### src/rtl/uart_pkg.sv
// rtl/uart_pkg.sv - shared types and constants for the UART receive path
// Holds the receiver state encoding, parity mode constants and the default
// bit period used by uart_rx_fifo.
package uart_pkg;

  typedef enum logic [2:0] {
    ST_IDLE   = 3'd0,
    ST_START  = 3'd1,
    ST_DATA   = 3'd2,
    ST_PARITY = 3'd3,
    ST_STOP   = 3'd4
  } rx_state_t;

  localparam int PARITY_NONE = 0;
  localparam int PARITY_EVEN = 1;
  localparam int PARITY_ODD  = 2;

  localparam int DEFAULT_CLKS_PER_BIT = 2603;

endpackage

### src/rtl/sync_fifo.sv
// rtl/sync_fifo.sv - single-clock FIFO with combinational head output
// Ports:
//   clk, rst_n          clock, asynchronous active-low reset
//   push, push_data     write strobe and word; dropped when full unless a pop
//                       happens in the same cycle
//   pop                 read strobe; ignored when empty
//   head_data           word at the head (valid only when !empty)
//   full, empty, count  occupancy status
module sync_fifo #(
  parameter int WIDTH = 10,
  parameter int DEPTH = 4
) (
  input  logic                     clk,
  input  logic                     rst_n,
  input  logic                     push,
  input  logic [WIDTH-1:0]         push_data,
  input  logic                     pop,
  output logic [WIDTH-1:0]         head_data,
  output logic                     full,
  output logic                     empty,
  output logic [$clog2(DEPTH):0]   count
);

  localparam int AW = $clog2(DEPTH);

  logic [WIDTH-1:0] mem [DEPTH];
  logic [AW-1:0]    wr_ptr;
  logic [AW-1:0]    rd_ptr;
  logic             do_push;
  logic             do_pop;

  assign empty     = (count == '0);
  assign full      = (count == (AW+1)'(DEPTH));
  assign do_pop    = pop && !empty;
  // A pop frees the head slot in the same cycle, so a full FIFO still
  // accepts a push when it is being read.
  assign do_push   = push && (!full || do_pop);
  assign head_data = mem[rd_ptr];

  always_ff @(posedge clk) begin
    if (do_push) begin
      mem[wr_ptr] <= push_data;
    end
  end

  // DEPTH is a power of two, so the pointers wrap naturally.
  always_ff @(posedge clk or negedge rst_n) begin
    if (!rst_n) begin
      wr_ptr <= '0;
      rd_ptr <= '0;
      count  <= '0;
    end else begin
      if (do_push) wr_ptr <= wr_ptr + AW'(1);
      if (do_pop)  rd_ptr <= rd_ptr + AW'(1);
      case ({do_push, do_pop})
        2'b10:   count <= count + (AW+1)'(1);
        2'b01:   count <= count - (AW+1)'(1);
        default: count <= count;
      endcase
    end
  end

endmodule

### src/rtl/uart_rx_fifo.sv
// rtl/uart_rx_fifo.sv - UART receiver feeding a small receive FIFO
// Ports:
//   i_clk, i_reset_n     clock, asynchronous active-low reset
//   i_rx                 asynchronous serial input, idle high
//   o_data, o_parity_err, o_frame_err   head word and its error flags
//   o_valid, i_ready     FIFO not empty / pop strobe
//   o_count              FIFO occupancy
//   o_overrun, i_clear_err  sticky dropped-word flag and its clear
//   o_busy               receiver is inside a frame
module uart_rx_fifo
  import uart_pkg::*;
#(
  parameter int CLKS_PER_BIT = DEFAULT_CLKS_PER_BIT,
  parameter int DATA_BITS    = 8,
  parameter int PARITY       = PARITY_EVEN,
  parameter int STOP_BITS    = 1,
  parameter int FIFO_DEPTH   = 4
) (
  input  logic                          i_clk,
  input  logic                          i_reset_n,
  input  logic                          i_rx,
  output logic [DATA_BITS-1:0]          o_data,
  output logic                          o_parity_err,
  output logic                          o_frame_err,
  output logic                          o_valid,
  input  logic                          i_ready,
  output logic [$clog2(FIFO_DEPTH):0]   o_count,
  output logic                          o_overrun,
  input  logic                          i_clear_err,
  output logic                          o_busy
);

  localparam int CW    = $clog2(CLKS_PER_BIT);
  localparam int BW    = $clog2(DATA_BITS);
  localparam int WIDTH = DATA_BITS + 2;

  localparam logic [CW-1:0] BIT_LAST  = CW'(CLKS_PER_BIT - 1);
  localparam logic [CW-1:0] HALF_LAST = CW'(CLKS_PER_BIT / 2 - 1);
  localparam logic [BW-1:0] DATA_LAST = BW'(DATA_BITS - 1);
  localparam logic          STOP_LAST = 1'(STOP_BITS - 1);

  rx_state_t state, state_n;

  logic                 sync1, sync2, prev_rx, rx;
  logic [CW-1:0]        cnt;
  logic [BW-1:0]        bit_idx;
  logic                 stop_idx;
  logic [DATA_BITS-1:0] shreg;
  logic                 perr_q;
  logic                 ferr_q;
  logic                 tick;
  logic                 push;
  logic [WIDTH-1:0]     push_word;
  logic [WIDTH-1:0]     head_word;
  logic                 fifo_full;
  logic                 fifo_empty;

  assign rx   = sync2;
  assign tick = (cnt == BIT_LAST);

  // Synchroniser and edge history reset high so that releasing reset with
  // the line idle never looks like a start edge.
  always_ff @(posedge i_clk or negedge i_reset_n) begin
    if (!i_reset_n) begin
      sync1   <= 1'b1;
      sync2   <= 1'b1;
      prev_rx <= 1'b1;
    end else begin
      sync1   <= i_rx;
      sync2   <= sync1;
      prev_rx <= rx;
    end
  end

  always_ff @(posedge i_clk or negedge i_reset_n) begin
    if (!i_reset_n) state <= ST_IDLE;
    else            state <= state_n;
  end

  always_comb begin
    state_n = state;
    push    = 1'b0;
    case (state)
      ST_IDLE: begin
        if (prev_rx && !rx) state_n = ST_START;
      end
      ST_START: begin
        // Mid-bit check: a line already back high was only a glitch.
        if (cnt == HALF_LAST) state_n = rx ? ST_IDLE : ST_DATA;
      end
      ST_DATA: begin
        if (tick && bit_idx == DATA_LAST)
          state_n = (PARITY != PARITY_NONE) ? ST_PARITY : ST_STOP;
      end
      ST_PARITY: begin
        if (tick) state_n = ST_STOP;
      end
      ST_STOP: begin
        if (tick && stop_idx == STOP_LAST) begin
          push    = 1'b1;
          state_n = ST_IDLE;
        end
      end
      default: state_n = ST_IDLE;
    endcase
  end

  // The bit counter restarts on every state change and every sample, so
  // successive samples stay exactly one bit period apart.
  always_ff @(posedge i_clk or negedge i_reset_n) begin
    if (!i_reset_n) begin
      cnt <= '0;
    end else if (state == ST_IDLE || state_n != state || tick) begin
      cnt <= '0;
    end else begin
      cnt <= cnt + CW'(1);
    end
  end

  always_ff @(posedge i_clk or negedge i_reset_n) begin
    if (!i_reset_n) begin
      shreg    <= '0;
      bit_idx  <= '0;
      stop_idx <= 1'b0;
      perr_q   <= 1'b0;
      ferr_q   <= 1'b0;
    end else begin
      case (state)
        ST_IDLE: begin
          bit_idx  <= '0;
          stop_idx <= 1'b0;
          perr_q   <= 1'b0;
          ferr_q   <= 1'b0;
        end
        ST_DATA: begin
          if (tick) begin
            // Shift in at the MSB so the first bit ends up in bit 0.
            shreg   <= {rx, shreg[DATA_BITS-1:1]};
            bit_idx <= bit_idx + BW'(1);
          end
        end
        ST_PARITY: begin
          if (tick) perr_q <= (^shreg) ^ rx ^ (PARITY == PARITY_ODD);
        end
        ST_STOP: begin
          if (tick) begin
            ferr_q   <= ferr_q | ~rx;
            stop_idx <= stop_idx + 1'b1;
          end
        end
        default: ;
      endcase
    end
  end

  // The final stop sample is folded in directly since it is pushed on the
  // same edge it is taken.
  assign push_word = {shreg, perr_q, ferr_q | ~rx};

  sync_fifo #(
    .WIDTH (WIDTH),
    .DEPTH (FIFO_DEPTH)
  ) u_fifo (
    .clk       (i_clk),
    .rst_n     (i_reset_n),
    .push      (push),
    .push_data (push_word),
    .pop       (i_ready),
    .head_data (head_word),
    .full      (fifo_full),
    .empty     (fifo_empty),
    .count     (o_count)
  );

  always_ff @(posedge i_clk or negedge i_reset_n) begin
    if (!i_reset_n) begin
      o_overrun <= 1'b0;
    end else if (push && fifo_full && !(i_ready && !fifo_empty)) begin
      o_overrun <= 1'b1;
    end else if (i_clear_err) begin
      o_overrun <= 1'b0;
    end
  end

  assign o_data       = head_word[WIDTH-1:2];
  assign o_parity_err = head_word[1];
  assign o_frame_err  = head_word[0];
  assign o_valid      = !fifo_empty;
  assign o_busy       = (state != ST_IDLE);

endmodule

### config.mk
export PLATFORM = sky130hd
export DESIGN_NAME = uart_rx_fifo
export DESIGN_NICKNAME = d
export VERILOG_FILES = /design/src/rtl/uart_pkg.sv /design/src/rtl/sync_fifo.sv /design/src/rtl/uart_rx_fifo.sv
export SDC_FILE = /design/constraint.sdc
export NUM_CORES = 1
export LEC_CHECK = 0
export ABC_AREA = 0
export CORE_MARGIN = 1.5
export CORE_UTILIZATION = 50
export CTS_CLUSTER_SIZE = 12
export DETAILED_ROUTE_END_ITERATION = 7
export PLACE_DENSITY = 0.77
export SYNTH_ARGS = -nofsm -noshare
export SYNTH_HDL_FRONTEND = slang
export SYNTH_SLANG_ARGS = --single-unit
### constraint.sdc
create_clock -name i_clk -period 2.5 [get_ports i_clk]
set_clock_uncertainty 0.1 [all_clocks]
set_input_delay 0.375 -clock i_clk [delete_from_list [all_inputs] [get_ports i_clk]]
set_output_delay 0.375 -clock i_clk [all_outputs]
set_load 0.02 [all_outputs]
Yosys cells after proc, flatten, opt, wreduce, memory -nomap -nowiden
Memories as Yosys holds them, arrays and structs flattened.
Index checks and enable logic that the tools add are counted.
{"block": "word_totals", "ff_bits": 40, "mem_bits_rw": 40, "in_bits": 5, "output_inout_bits": 16, "n_memories": 1}
{"memory": "u_fifo.mem", "words": 4, "width": 10, "rd": 1, "rd_clocked_by_memory_dff": 0, "write_ports": 1, "line": "sync_fifo.sv:26", "source": "logic [WIDTH-1:0] mem [DEPTH];"}
{"block": "op_classes", "n_addsub": 7, "eq_ne": 14, "n_mux": 23, "n_bitwise": 4, "reduce_logical": 27}
{"op": "3-bit 2-to-1 mux", "count": 6}
{"op": "3-bit case mux with 5 select lines", "count": 1}
{"op": "12-bit by 1-bit adder with 12-bit output, second input constant", "count": 1}
{"op": "12-bit by 11-bit equality test with 1-bit output, second input constant", "count": 1}
{"op": "12-bit equality test, second input constant", "count": 1}
{"op": "12-bit 2-to-1 mux", "count": 1}
{"op": "3-bit case mux with 2 select lines", "count": 2}
{"op": "2-bit nonzero test", "count": 5}
{"op": "3-bit equality test, second input constant", "count": 3}
{"op": "1-bit 2-to-1 mux", "count": 9}
{"op": "2-bit AND reduction", "count": 4}
{"op": "8-bit parity", "count": 1}
{"op": "1-bit logical AND", "count": 7}
{"op": "3-bit by 1-bit adder with 3-bit output, second input constant", "count": 2}
{"op": "3-bit by 2-bit equality test with 1-bit output, second input constant", "count": 2}
{"op": "3-bit zero test", "count": 2}
{"op": "2-bit != test, second input constant", "count": 3}
{"op": "1-bit case mux with 2 select lines", "count": 3}
{"op": "2-bit by 1-bit adder with 2-bit output, second input constant", "count": 2}
{"op": "1-bit zero test", "count": 4}
{"op": "3-bit by 1-bit equality test with 1-bit output, second input constant", "count": 1}
{"op": "1-bit logical OR", "count": 3}
{"op": "3-bit != test", "count": 1}
{"op": "3-bit nonzero test", "count": 1}
{"op": "8 further kinds", "count": 9}

Logic depth before layout (Yosys ltp)
Gate-level depths: netlist of run 1.
{"block": "depth", "word_depth": 8, "depth_mapped": 12, "mapped_depth_nobuf": 12}

By module
Synthesis of run 1 repeated with hierarchy kept, for this count alone.
{"block": "hier_totals", "cells_unflattened": 256, "area_unflattened_um2": 3706.1}
{"mod": "sync_fifo", "instances": 1, "cells_per_inst": 104, "area_per_inst_um2": 1954.4}
{"mod": "uart_rx_fifo", "instances": 1, "cells_per_inst": 152, "area_per_inst_um2": 1751.7}

Least setup slack after synthesis of run 1
No wires, ideal clock.
{"block": "synth_path", "path_kind": "flip-flop to flip-flop", "from": "register cnt[0]", "to": "register u_fifo.count[2]", "arrival_time_ps": 2200, "required_time_ps": 2268, "slack_ps": 68, "path_stages_with_launch": 13, "path_buffers": 0, "synth_period_minus_slack_ps": 2432, "cell_sequence": "dfrtp_1 > inv_1 > ha_1 > and3b_1 > nand3_4 > nor4_4 > inv_1 > ha_1 > inv_1 > fa_1 > xor2_1 > nor2_1 > xor2_1"}
{"block": "synth_via", "elab_chain_len": 7}
{"element": "start: declaration", "line": "uart_rx_fifo.sv:45", "source": "logic [CW-1:0] cnt;"}
{"element": "start signal: assignment", "line": "uart_rx_fifo.sv:116", "source": "cnt <= cnt + CW'(1);"}
{"element": "12-bit equality test (*)", "line": "uart_rx_fifo.sv:59", "source": "assign tick = (cnt == BIT_LAST);"}
{"element": "1-bit logical AND (*)", "line": "uart_rx_fifo.sv:99", "source": "if (tick && stop_idx == STOP_LAST) begin"}
{"element": "1-bit 2-to-1 mux (*)", "line": "uart_rx_fifo.sv:99"}
{"element": "1-bit 2-to-1 mux (*)", "line": "uart_rx_fifo.sv:83", "source": "case (state)"}
{"element": "1-bit logical AND (*)", "line": "sync_fifo.sv:37", "source": "assign do_push = push && (!full || do_pop);"}
{"element": "2-bit by 1-bit equality test with 1-bit output or 2-bit equality test (tied branches)", "line": "sync_fifo.sv:55", "source": "case ({do_push, do_pop})"}
{"element": "3-bit case mux with 2 select lines or 2-bit nonzero test (tied branches)"}
{"element": "end signal: assignment", "line": "sync_fifo.sv:56", "source": "2'b10: count <= count + (AW+1)'(1);"}
{"element": "end signal: assignment", "line": "sync_fifo.sv:57", "source": "2'b01: count <= count - (AW+1)'(1);"}
{"element": "end signal: assignment", "line": "sync_fifo.sv:58", "source": "default: count <= count;"}
{"element": "end: declaration", "line": "sync_fifo.sv:21", "source": "output logic [$clog2(DEPTH):0] count"}
Mark *: on every way between the ends. The rest lies on a longest branch, timed or not.
A chain may end at the register's enable or synchronous reset.

Worst setup path after layout of run 1
{"block": "layout_path", "from": "register u_fifo.rd_ptr[0]", "to": "output o_data[3]"}
{"block": "layout_via", "elab_chain_len": 1}
{"element": "start: declaration", "line": "sync_fifo.sv:28", "source": "logic [AW-1:0] rd_ptr;"}
{"element": "start signal: assignment", "line": "sync_fifo.sv:54", "source": "if (do_pop) rd_ptr <= rd_ptr + AW'(1);"}
{"element": "memory 4 x 10 bit"}
{"element": "end: declaration", "line": "uart_rx_fifo.sv:22", "source": "output logic [DATA_BITS-1:0] o_data,"}
Every way passes these cells.

==> key figures, run 1 <==
Run status
  • Status: finished, final reports clean

STA
  • Final setup fails: 0
  • Final worst slack: 76.45 ps
  • Fmax: 412.6 MHz
  • Setup TNS: 0 ps
  • Slew Viols, Final: 0
  • Period utilization: 96.94%
  • Fin. Hold Viols: 0
  • Relative slew margins: 41.05%
  • Slew @ Worst Pin: 884.2 ps
  • RSZ-0062 raised after global routing: no
  • Fin crit period: 2424 ps

Floorplanning
  • Core Area: 6832 µm²
  • Initial core utilization: 52.25%
  • I/O pin count: 21
  • Chip width: 87.50 µm
  • Die height: 87.50 µm
  • # rows: 30
  • Die footprint: 7655 µm²

Cells and area
  • FF+latch area: 2207 µm²
  • Layout fillers: 517
  • Area Overhead vs Synth: 18.23%
  • Final core utilization: 61.78%
  • Final nets: 298
  • Share of layout cells above drive strength 1: 22.30%
  • Multi-input logic area: 1282 µm²
  • Antenna cells: 0
  • Design Area, Final: 4220 µm²

Placed design
  • Detailed Place HPWL: 3953 µm
  • Placed cell area: 3999 µm²
  • Setup Slack @ Placement: -55.82 ps
  • Port Buf Inserts: 20
  • Routability Congestion: 0.8495

Route
  • TritonRoute pass-1 iters: 4
  • DR WL/cell: 15.60 µm
  • Initial DRC Count: 133
  • DR vias: 2018
  • DR DRC count: 0
  • Routed Antenna Nets: 0
  • Vias/cell: 5.269
  • Post-Route WL: 5976 µm

Worst setup path
  • Setup Crit Path Kind: flop to output pin
  • Critical path arrival: 1950 ps
  • Worst setup EP type: output pin
  • CP Launch Type: flop
  • Worst R2R Setup Slack: 180 ps
  • Critical Path RT: 2030 ps
  • Critical Path Fanout Max: 11
  • FF-to-FF path depth: 12

Pwr
  • P per Cell Area: 753.7 nW/µm²
  • Leakage: 1.836 nW
  • Max IR drop VDD: 0.5960 mV
  • Tot Pwr: 3.181 mW

Synthesis
  • Post-synth ARST share: 50.00%
  • Yosys reg bits: 80
  • Top post-synthesis cells by count: edfxtp_1, dfrtp_1, inv_1
  • Count leader, synth: edfxtp_1
  • Yosys top cell area share: 33.65%
  • Most used flip-flop cell after synthesis: edfxtp_1
  • Syn_area_per_cell: 14.81 µm²
  • Yosys warns: 0
  • Yosys top cell by area: edfxtp_1
  • Sequential area share after synthesis: 61.79%
  • Number of synthesized flops with an enable pin: 40
  • Synth area leaders: edfxtp_1, dfrtp_1, mux4_2
  • Cell area after synthesis: 3570 µm²
  • Post-synthesis cell count: 241
  • Syn_nets: 257
  • Yosys cell types: 48

GRT
  • Vias in the first global route: 2044
  • Tot GR Track Use: 17.40%
  • Total congestion overflow: 0
  • Largest net degree at the start of global routing: 41
  • Initial antenna violation count: 0
  • Global-route wire length before repair: 9846 µm

Clock tree
  • Clock Tree Root: clkbuf_8
  • CTS tree: yes
  • Clock transition at path regs: 90 ps
  • H-tree depth: 3
  • Clock sink count: 80
  • Longest Clk Path Bufs: 2
  • Clk_lat worst skew: 350 ps
  • Total CTS buffers: 9

Hold path
  • Worst Hold Class: primary input to asynchronous set/reset pin

Run
  • MaxCap Viol Count: 0
==> worst max-delay path, stage by stage, from the launching register on <==
cell and delay (ps):
dfrtp_1 350, buf_6 190, mux4_2 510, clkdlybuf4s50_1 550
==> area by class of cell <==
class | count | area share (%)
Tap cell | 96 | 2.846
Timing Repair Buffer | 37 | 8.301
Clock buffer | 10 | 3.261
Multi-Input combinational cell | 139 | 30.39
Sequential cell | 80 | 52.30
Inverter | 15 | 1.334
Clock inverter | 6 | 1.571
==> through the flow <==
stage	hold slack (ps)	instances
global route	111.2	383
detailed placement	248.4	366
finish	39.65	383
CTS	64.46	382
floorplan	-20.59	241
global placement	248.2	366
==> cell families (layout without fill, tap and decap cells) <==
group                    after synthesis  after routing  synth area share, %
buffers and inverters                 22             68                2.453
XOR/XNOR                              24             24                6.274
multiplexers                          20             20                9.534
flip-flops                            80             80                61.79
adder cells (fa/ha/maj)               11             11                4.066
AO/OA/AOI/OAI                         16             16                3.084
AND/OR/NAND/NOR                       68             68                12.79
==> state kept, by name, summed over array words and instances (netlist names), 2 cells and up <==
register	flops
state	3
u_fifo.count	3
cnt	12
u_fifo.rd_ptr	2
u_fifo.mem	40
shreg	8
bit_idx	3
u_fifo.wr_ptr	2
==> path summary, 6_finish.rpt <==
| path | endpoint | start |
|---|---|---|
| max in group asynchronous | u_fifo.rd_ptr[1] | i_reset_n |
| worst max-delay path | o_data[3] | u_fifo.rd_ptr[0] |
| min in group i_clk | rx | sync1 |
| worst min register to register | rx | sync1 |
| worst max register to register | u_fifo.count[2] | cnt[0] |
| worst min-delay path | o_overrun | i_reset_n |
==> timing repair <==
item	in CTS	in global routing
hold buffers	0	0
pin swaps	0	2
resized for setup	5	6
setup buffers	0	1
endpoints found under the setup margin	5	8
==> per-layer routing <==
metal / vias to the layer above / part of all wire (%) / routed length [µm] / track usage [%]
met5: - / 0 / 0 / 0
met4: 0 / 1.7 / 102 / 7.359
met3: 9 / 2.6 / 156 / 4.550
met2: 32 / 51 / 3030 / 28.18
met1: 1009 / 45 / 2686 / 22.23
li1: 968 / - / - / -
==> layout by cell type, fill, tap and decap left out, types with 3 or more instances in the layout <==
cell / n
clkdlybuf4s50_1: 12
edfxtp_1: 40
nand3_1: 7
and2_1: 6
nor3_1: 6
ha_1: 10
nor3b_1: 3
dlygate4sd2_1: 5
a21oi_1: 3
clkbuf_8: 10
inv_1: 15
nor4bb_1: 4
dfrtp_1: 36
xnor2_1: 10
xor2_1: 13
o21ai_0: 5
mux4_2: 10
dfstp_2: 3
mux2_2: 8
buf_4: 14
nand4_1: 7
nor2_1: 9
nand2_1: 6
==> power breakdown <==
| part | internal, mW | switching [mW] | total, mW |
|---|---|---|---|
| sequential | 1.46 | 0.131 | 1.59 |
| combinational | 0.329 | 0.299 | 0.629 |
| clock | 0.490 | 0.475 | 0.966 |
Power figures use the tool's default switching activity.
==> inputs of run 2 (changes only) <==
CORE_ASPECT_RATIO = 0.6   (was default)
==> run 2 against run 1 <==
  * Combinational power rose by 4.3%
  * Maximum frequency fell by 0.24%
  * Critical path depth fell by 1
  * Sequential power barely moved
  * Global-route usage rose by 1.8 points
  * Largest power group unchanged
  * Highest routed layer unchanged
  * Clock-buffer cell count rose by 1
  * Routed wire length rose by 9.4%
==> key figures, run 2 (synthesized netlist as in run 1, its figures left out) <==
Cells and area
  • Antenna cells: 0 (unchanged)
  • Area Overhead vs Synth: 20.36% (was 18.23%)
  • Share of layout cells above drive strength 1: 22.53% (was 22.30%)
  • Commonest non-fill, non-tap cell in the layout: edfxtp_1 (unchanged)
  • Regs by FF count: u_fifo.mem: 40 flops, cnt: 12 flops, shreg: 8 flops (unchanged)
  • Design Area, Final: 4297 µm² (was 4220 µm²)
  • Largest register FFs: 40 (unchanged)
  • Final nets: 304 (was 298)
  • Top reg by flops: u_fifo.mem (unchanged)
  • FF+latch area: 2206 µm² (was 2207 µm²)
  • Layout fillers: 502 (was 517)
  • Most frequent cells in the layout: edfxtp_1, dfrtp_1, buf_4 (was edfxtp_1, dfrtp_1, inv_1)
  • Multi-input logic area: 1282 µm² (unchanged)

Floorplanning
  • I/O pin count: 21 (unchanged)
  • # rows: 23 (was 30)
  • Core Area: 6792 µm² (was 6832 µm²)
  • Die height: 68.45 µm (was 87.50 µm)
  • Die footprint: 7672 µm² (was 7655 µm²)
  • Chip width: 112.1 µm (was 87.50 µm)
  • Initial core utilization: 52.56% (was 52.25%)

GRT
  • Initial antenna violation count: 0 (unchanged)
  • Met1 GRT Util: 26.36% (was 22.23%)
  • Grt met3 use: 6.909% (was 4.550%)
  • Most utilized layer in the global route result: met2 (unchanged)
  • Routing usage on met2: 30.29% (was 28.18%)
  • Tot GR Track Use: 19.24% (was 17.40%)
  • Largest net degree at the start of global routing: 41 (unchanged)
  • Vias in the first global route: 2081 (was 2044)
  • Global-route wire length before repair: 10810 µm (was 9846 µm)
  • Total congestion overflow: 0 (unchanged)

Worst setup path
  • Reg-to-reg critical path endpoint: u_fifo.count[2] (unchanged)
  • CP peak stage delay: 680 ps (was 550 ps)
  • Worst R2R Setup Slack: 170 ps (was 180 ps)
  • Critical Path Fanout Max: 11 (unchanged)
  • RR Startpoint: cnt[2] (was cnt[0])
  • Worst setup EP type: output pin (unchanged)
  • Critical path arrival: 1950 ps (about the same)
  • CP Launch Type: flop (unchanged)
  • Slowest CP cell: dfrtp_1 (was clkdlybuf4s50_1)
  • Critical Path RT: 2030 ps (about the same)
  • Setup Crit Path Kind: flop to output pin (unchanged)
  • FF-to-FF path depth: 10 (was 12)
  • Worst path cell trace: mux4_2 > clkdlybuf4s50_1 (was buf_6 > mux4_2 > clkdlybuf4s50_1)

Route
  • Vias/cell: 5.484 (was 5.269)
  • DR DRC count: 0 (unchanged)
  • DR WL/cell: 17.21 µm (was 15.60 µm)
  • Post-Route WL: 6539 µm (was 5976 µm)
  • Routed Antenna Nets: 0 (unchanged)
  • Initial DRC Count: 118 (was 133)
  • TritonRoute pass-1 iters: 5 (was 4)
  • DR vias: 2084 (was 2018)

STA
  • Period utilization: 97.17% (was 96.94%)
  • Slew @ Worst Pin: 896.1 ps (was 884.2 ps)
  • Fmax: 411.6 MHz (was 412.6 MHz)
  • Final worst slack: 70.72 ps (was 76.45 ps)
  • Slew Viols, Final: 0 (unchanged)
  • Fin. Hold Viols: 0 (unchanged)
  • RSZ-0062 raised after global routing: no (unchanged)
  • Fin crit period: 2429 ps (was 2424 ps)
  • Relative slew margins: 40.26% (was 41.05%)
  • Final setup fails: 0 (unchanged)

Placed design
  • Setup Slack @ Placement: -77.34 ps (was -55.82 ps)
  • Port Buf Inserts: 20 (unchanged)
  • Detailed Place HPWL: 4436 µm (was 3953 µm)
  • Routability Congestion: 0.8076 (was 0.8495)
  • Placed cell area: 4000 µm² (was 3999 µm²)

Clock tree
  • Total CTS buffers: 9 (unchanged)
  • H-tree depth: 3 (unchanged)
  • Clk_lat worst skew: 330 ps (was 350 ps)
  • Longest Clk Path Bufs: 2 (unchanged)
  • Clock sink count: 80 (unchanged)
  • Cts hold-fix bufs: 0 (unchanged)
  • Clock transition at path regs: 60 ps (was 90 ps)
  • CTS tree: yes (unchanged)
  • Clock Tree Root: clkbuf_16 (was clkbuf_8)

Pwr
  • Tot Pwr: 3.365 mW (was 3.181 mW)
  • Max IR drop VDD: 0.5390 mV (was 0.5960 mV)
  • Leakage: 1.949 nW (was 1.836 nW)
  • P per Cell Area: 783.1 nW/µm² (was 753.7 nW/µm²)

Run
  • MaxCap Viol Count: 0 (unchanged)

Hold path
  • Worst Hold Class: primary input to asynchronous set/reset pin (unchanged)

Run status
  • Status: finished, final reports clean (unchanged)
[run 2: cell count changes in the layout (fill, tap and decap cells not counted), sizes merged]
cell and change:
buf +6, dlygate4sd2 -5, dlymetal6s2s +5, clkinv +2, bufinv -1, clkbuf +1
clkinvlp -1, inv -1
[run 2: cell type report]
class / count / share of cell area, %
repair buffers: 43 / 8.969
inverters: 15 / 1.310
clock buffers: 11 / 5.416
well taps: 87 / 2.533
clock inverters: 5 / 0.5824
multi-input cells: 139 / 29.85
flip-flops and latches: 80 / 51.34
[run 2: worst max-delay path by stage]
| stage | depth (start not counted) | to | startpoint | slack [ps] |
|---|---|---|---|---|
| after floorplan | 12 | u_fifo.count[2] | cnt[0] | 70 |
| after global placement | 11 | u_fifo.count[2] | i_ready | 60 |
| after detailed placement | 11 | u_fifo.count[2] | i_ready | -80 |
| after CTS | 3 | o_parity_err | u_fifo.rd_ptr[0] | 20 |
| after global routing | 10 | u_fifo.count[2] | cnt[7] | 0.7 |
| final | 2 | o_data[5] | u_fifo.rd_ptr[1] | 70 |
[run 2: critical path: cells and delay by family, from the launching register on]
family | cells | cell delay, ps
flip-flops | 1 | 680
buffers and inverters | 1 | 560
multiplexers | 1 | 390
[run 2: per-stage QoR]
step | setup TNS (ps) | hold WS [ps] | utilization [%] | cells
2_1_floorplan | 0 | -20.59 | - | 241
3_3_place_gp | 0 | 249.2 | 58.90 | 362
3_5_place_dp | -77.34 | 252.8 | 58.90 | 362
4_1_cts | 0 | 98.56 | 62.69 | 378
5_1_grt | 0 | 152.9 | 63.26 | 380
6_report | 0 | 71.14 | 63.26 | 380
[run 2: repair_timing]
| action | in CTS | in global routing |
|---|---|---|
| endpoints found under the setup margin | 0 | 9 |
| gates resized for setup | 0 | 9 |
| setup buffers | 0 | 2 |
[run 2: power by group]
part | total, mW | switching (mW) | internal [mW]
Combinational | 0.656 | 0.315 | 0.341
Sequential | 1.57 | 0.115 | 1.46
Clock | 1.14 | 0.476 | 0.661
Total | 3.36 | 0.905 | 2.46
[run 2: per-layer routing]
| metal | wire length, µm | part of all wire, % |
|---|---|---|
| met1 | 3259 | 50 |
| met3 | 270 | 4.1 |
| met2 | 2989 | 46 |
| met4 | 19 | 0.29 |
| met5 | 0 | 0 |
==> inputs of run 3 (changes only) <==
CTS_CLUSTER_DIAMETER = 120   (was default)
==> results of run 3 <==
Same layout as run 2: the final DEF is identical, and so are final timing and power.
